===== src/rtl/oflow_similarity_scheduler.sv =====
// rtl/oflow_similarity_scheduler.sv - walks the previous-frame buffer through the similarity metric and reports the minimum-score match
// Optional threshold/new-object flag enabled by defining OFLOW_SIM_THRESH_EN.
module oflow_similarity_scheduler #(
    parameter int NUM_PREV   = 16,
    parameter int ADDR_W     = $clog2(NUM_PREV),
    parameter int METRIC_LAT = 1,
    parameter int SCORE_W    = 32,
    parameter int ID_W       = 12
) (
    input  logic               clk,
    input  logic               reset,
    input  logic               start,
    input  logic [ADDR_W:0]    num_prev,
    input  logic [SCORE_W-1:0] threshold,
    output logic               prev_rd_en,
    output logic [ADDR_W-1:0]  prev_rd_addr,
    input  logic [SCORE_W-1:0] score,
    input  logic [ID_W-1:0]    id,
    output logic               busy,
    output logic               done,
    output logic [SCORE_W-1:0] best_score,
    output logic [ID_W-1:0]    best_id,
    output logic [ADDR_W-1:0]  best_idx,
    output logic               no_match,
    output logic               new_obj
);

    localparam int DLY = 1 + METRIC_LAT;
    localparam logic [ADDR_W:0] MAX_N = (ADDR_W+1)'(NUM_PREV);

    typedef enum logic [1:0] {
        S_IDLE,
        S_ISSUE,
        S_DRAIN,
        S_DONE
    } state_t;

    state_t               state;
    logic [ADDR_W:0]      n_clamp;
    logic [ADDR_W-1:0]    last_addr;
    logic [DLY-1:0]       dly_en;
    logic [ADDR_W-1:0]    dly_addr [DLY];
    logic [SCORE_W-1:0]   run_score;
    logic [ID_W-1:0]      run_id;
    logic [ADDR_W-1:0]    run_idx;
    logic                 samp_hit;

    always_comb begin
        n_clamp  = (num_prev > MAX_N) ? MAX_N : num_prev;
        samp_hit = dly_en[DLY-1] && (score < run_score);
    end

    // Read strobe/address travel alongside the buffer read and metric pipeline
    always_ff @(posedge clk) begin
        if (reset) begin
            dly_en <= '0;
            for (int i = 0; i < DLY; i++) begin
                dly_addr[i] <= '0;
            end
        end else begin
            dly_en[0]   <= prev_rd_en;
            dly_addr[0] <= prev_rd_addr;
            for (int i = 1; i < DLY; i++) begin
                dly_en[i]   <= dly_en[i-1];
                dly_addr[i] <= dly_addr[i-1];
            end
        end
    end

`ifdef OFLOW_SIM_THRESH_EN
    logic [SCORE_W-1:0] thr_q;
    logic               new_obj_q;

    always_ff @(posedge clk) begin
        if (reset) begin
            thr_q     <= '0;
            new_obj_q <= 1'b0;
        end else begin
            if (state == S_IDLE && start) begin
                thr_q <= threshold;
                if (n_clamp == '0) begin
                    new_obj_q <= 1'b1;
                end
            end else if (state == S_DRAIN && dly_en == '0) begin
                new_obj_q <= (run_score > thr_q);
            end
        end
    end

    assign new_obj = new_obj_q;
`else
    logic unused_threshold;
    assign unused_threshold = ^threshold;
    assign new_obj = 1'b0;
`endif

    always_ff @(posedge clk) begin
        if (reset) begin
            state        <= S_IDLE;
            busy         <= 1'b0;
            done         <= 1'b0;
            prev_rd_en   <= 1'b0;
            prev_rd_addr <= '0;
            last_addr    <= '0;
            run_score    <= '1;
            run_id       <= '0;
            run_idx      <= '0;
            best_score   <= '1;
            best_id      <= '0;
            best_idx     <= '0;
            no_match     <= 1'b0;
        end else begin
            done <= 1'b0;
            // Strict less-than over ascending addresses keeps the lowest index on ties
            if (samp_hit) begin
                run_score <= score;
                run_id    <= id;
                run_idx   <= dly_addr[DLY-1];
            end
            case (state)
                S_IDLE: begin
                    if (start) begin
                        busy      <= 1'b1;
                        run_score <= '1;
                        run_id    <= '0;
                        run_idx   <= '0;
                        if (n_clamp == '0) begin
                            state      <= S_DONE;
                            done       <= 1'b1;
                            best_score <= '1;
                            best_id    <= '0;
                            best_idx   <= '0;
                            no_match   <= 1'b1;
                        end else begin
                            state        <= S_ISSUE;
                            prev_rd_en   <= 1'b1;
                            prev_rd_addr <= '0;
                            last_addr    <= ADDR_W'(n_clamp - 1'b1);
                        end
                    end
                end
                S_ISSUE: begin
                    if (prev_rd_addr == last_addr) begin
                        prev_rd_en <= 1'b0;
                        state      <= S_DRAIN;
                    end else begin
                        prev_rd_addr <= prev_rd_addr + 1'b1;
                    end
                end
                S_DRAIN: begin
                    if (dly_en == '0) begin
                        state      <= S_DONE;
                        done       <= 1'b1;
                        best_score <= run_score;
                        best_id    <= run_id;
                        best_idx   <= run_idx;
                        no_match   <= 1'b0;
                    end
                end
                S_DONE: begin
                    state <= S_IDLE;
                    busy  <= 1'b0;
                end
                default: state <= S_IDLE;
            endcase
        end
    end

endmodule


===== config.mk =====
export PLATFORM = sky130hd
export DESIGN_NAME = oflow_similarity_scheduler
export DESIGN_NICKNAME = d
export VERILOG_FILES = /design/src/rtl/oflow_similarity_scheduler.sv
export SDC_FILE = /design/constraint.sdc
export NUM_CORES = 1
export LEC_CHECK = 0
export CAP_MARGIN = 20
export CORE_MARGIN = 1
export CORE_UTILIZATION = 44
export CTS_CLUSTER_SIZE = 30
export DETAILED_ROUTE_END_ITERATION = 6
export PLACE_DENSITY_LB_ADDON = 0.08
export SLEW_MARGIN = 40
export SYNTH_ARGS = -nofsm -noshare
export SYNTH_HDL_FRONTEND = slang
export SYNTH_SLANG_ARGS = --single-unit

===== constraint.sdc =====
create_clock -name clk -period 2.2 [get_ports clk]
set_input_delay 0.44 -clock clk [delete_from_list [all_inputs] [get_ports clk]]
set_output_delay 0.44 -clock clk [all_outputs]
set_load 0.01 [all_outputs]

==> impl_results.md <==
- Status: finished, violations left
- Violated checks: design-rule violations, negative setup slack
- Register bit total from synthesis: 120
- TritonCTS Sinks: 120
- Cells after synthesis: 607
- Worst Tran Pin Value: 0.6316 ns
- Post-Route WL: 16.21 mm
- Hold Path Depth: 3
- Leakage power: 3.587 nW
- Initial Util: 0.4581
- Starting DRT DRC Count: 343
- Seq/Total Area, Yosys: 0.4516
- Final setup vio count: 48
- Sequential share of power: 0.347
- Initial antenna violation count: 0
- TritonCTS clock tree: done
- Pin count of the biggest net entering global routing: 66
- Design Area, Final: 8396 um2
- Port Buffers: 107
- Hold Path End: run_score[4]$_SDFF_PP1_
- Clk_lat worst skew: 0.41 ns
- DRC violations left: 6
- Min Clock Period, post-route: 2.321 ns
- Clk slew on worst S/H paths: 0.05 ns
- Switch Pwr: 2.201 mW
- Layout cells sized above 1: 0.2824
- Worst Hold Class: primary input to register
- Total number of vias: 5,137
- Cell variety after synth: 47
- Cell taking the most area after synthesis: dfxtp_1
- Clock share of power: 0.383
- WL/cell: 17.72 um
- Gate power share: 0.270
- Mapped Nets: 729
- Cells on worst reg2reg path: 12
- ANT cells: 0
- Post-synth top cells: dfxtp_1 (120), nand3_1 (83), ha_1 (38)
- Top_reg_cell synth: dfxtp_1
- Placeable Area: 11,610 um2
- Die Area: 12,540 um2
- Post-DP HPWL: 9.212 mm
- Die H: 112.0 um
- Warnings from Yosys: 0
- Slew Limit Fails: 0
- Tot GR Track Use: 0.2396
- Non-filler instance count after layout: 915
- Achievable clock frequency: 430.9 MHz
- Largest cells by area after synthesis: dfxtp_1 (45%), ha_1 (8.9%), nand3_1 (7.8%)
- Hold Crit Start: score[4]
- Hold slack: 0.3367 ns
- Worst r2r src: run_score[13]$_SDFF_PP1_
- Internal power: 5.283 mW
- Worst-path fanout max: 6
- Grt ovf: 0
- Post-synth design cell area: 5320 um2
- Antenna viol nets, final: 0
- Fill cells: 852
- NumNets Final: 881
- CP arrival: 2.67 ns
- Dpl cells: 857
- I/O Pins: 141
- Worst Skew: 0.004301 ns
- Placer Congestion: 0.8248
- Site row count: 39
- Root Buffer Master: clkbuf_16
- Count leader, synth: dfxtp_1
- Post-DP Area: 6808 um2
- H-tree depth: 4
- TNS Setup: -3.014 ns
- Max clock buf depth: 2
- PnR worst setup slack: -0.1208 ns
- Pre-CTS setup slack: -0.5965 ns
- Layout area overhead: 57.81%
- RSZ-0062 raised after global routing: true
- Crit end category: register
- Top cell type's share of synthesized area: 0.4516
- EDFF count, synth: 0
- Worst EP required: 2.55 ns
- Total clock buffers created by CTS: 17
- Count of final hold-check violations: 0
- Sw Ratio: 0.2941
- Die width: 112.0 um
- Tcrit/Tclk final: 1.055
- Vias in the first global route: 4,757
- Worst slew margin relative to its limit: 0.5779
- PD cells: 891.5 nW/um2
- Hold Buf Count CTS: 0
- Maxcap violations: 0
- Syn Area/Cell: 8.765 um2
- Crit path kind: register to register
- DR pass1 iterations: 7
- First-pass GRT wire length: 23.68 mm
- R2r setup slk: -0.12 ns
- Critical Path Start Type: register
- Async set-reset flop share out of synthesis: 0
- Via density per instance: 5.614
- Peak supply drop: 668.6 uV
- Reg2reg end: run_id[4]$_SDFF_PP0_
-- layout make-up --
cell class,instances,area (um2),share of cell area
Multi-Input combinational cell,408,3156,0.3759
Sequential cell,120,2416,0.2878
Timing Repair Buffer,176,1899,0.2262
Clock buffer,18,429.2,0.05112
Clock inverter,14,181.4,0.02161
Tap cell,143,178.9,0.02131
Inverter,36,135.1,0.01610
-- cells in the final DEF (no fill, tap or decap), types with 13 or more instances in the layout --
cell type,n
a21oi_1,18
a22oi_1,16
buf_4,42
clkbuf_16,20
clkdlybuf4s50_1,85
dfxtp_1,109
dlygate4sd2_1,15
ha_1,22
ha_4,15
inv_1,26
nand2_1,34
nand2b_1,14
nand3_1,46
nand3_2,34
nor2_1,32
o211ai_1,26
o21ai_1,35
o21ai_2,13
-- timing repair --
| item | CTS | global route |
|---|---|---|
| endpoints found under the setup margin | 48 | 57 |
| gates resized for setup | 56 | 120 |
| buffers inserted | 11 | 5 |
| pin swaps | 27 | 51 |
| cloned | 6 | 4 |
-- kinds of logic (layout without fill, tap and decap cells) --
family | Yosys count | after routing | share of synthesized area
other cells | 1 | 1 | 0.0007049
flops | 120 | 120 | 0.4516
simple gates | 199 | 199 | 0.1872
fa+ha+maj | 38 | 38 | 0.08937
compound gates | 160 | 160 | 0.1881
xor+xnor | 9 | 9 | 0.01482
buf+inv | 79 | 244 | 0.06608
mux | 1 | 1 | 0.002117
-- worst max-delay path, stage by stage (launching register included) --
cell,delay [ns]
dfxtp_2,0.33
inv_2,0.05
ha_4,0.24
a211oi_2,0.22
nor2_1,0.08
a211o_1,0.32
buf_6,0.14
o31ai_4,0.24
buf_6,0.15
buf_6,0.12
buf_12,0.14
nand3_4,0.06
a21oi_2,0.15
-- power by group through the flow --
stage / clock (mW) / combinational (mW) / sequential (mW)
2_1_floorplan: 0 / 0.932 / 2.66
3_3_place_gp: 0 / 1.69 / 2.62
3_5_place_dp: 0 / 1.72 / 2.63
4_1_cts: 2.89 / 1.78 / 2.59
5_1_grt: 3.01 / 2.20 / 2.63
6_report: 2.86 / 2.02 / 2.60
-- how the worst max path moves through the flow --
stage                                        start  cells after the start  slack [ns]                        to
after detailed placement                 score[11]                      9       -0.60  run_score[12]$_SDFF_PP1_
after global routing      run_score[13]$_SDFF_PP1_                     12       -0.23      run_id[7]$_SDFF_PP0_
final                     run_score[13]$_SDFF_PP1_                     12       -0.12      run_id[4]$_SDFF_PP0_
after global placement                   score[13]                      9       -0.52      run_id[2]$_SDFF_PP0_
after CTS                                 score[1]                      9       -0.04   run_score[9]$_SDFF_PP1_
after floorplan                          score[10]                      9       0.003   run_score[0]$_SDFF_PP1_
-- layer usage --
layer	track usage	routed length (um)
met2	0.4004	7949
met1	0.3054	7199
met3	0.06206	758
met4	0.06756	305
met5	0	0
-- flip-flops by register name (all words and copies together), names as in the netlist, 4 cells and up --
register,cells
best_id,12
best_idx,4
best_score,32
dly_addr,8
last_addr,4
prev_rd_addr,4
run_id,12
run_idx,4
run_score,32
-- through the flow --
step | utilization | power [mW]
floorplan | - | 3.593
global placement | 0.5858 | 4.312
detailed placement | 0.5862 | 4.353
CTS | 0.6740 | 7.255
global route | 0.7229 | 7.831
finish | 0.7229 | 7.484
Power figures use the tool's default switching activity.
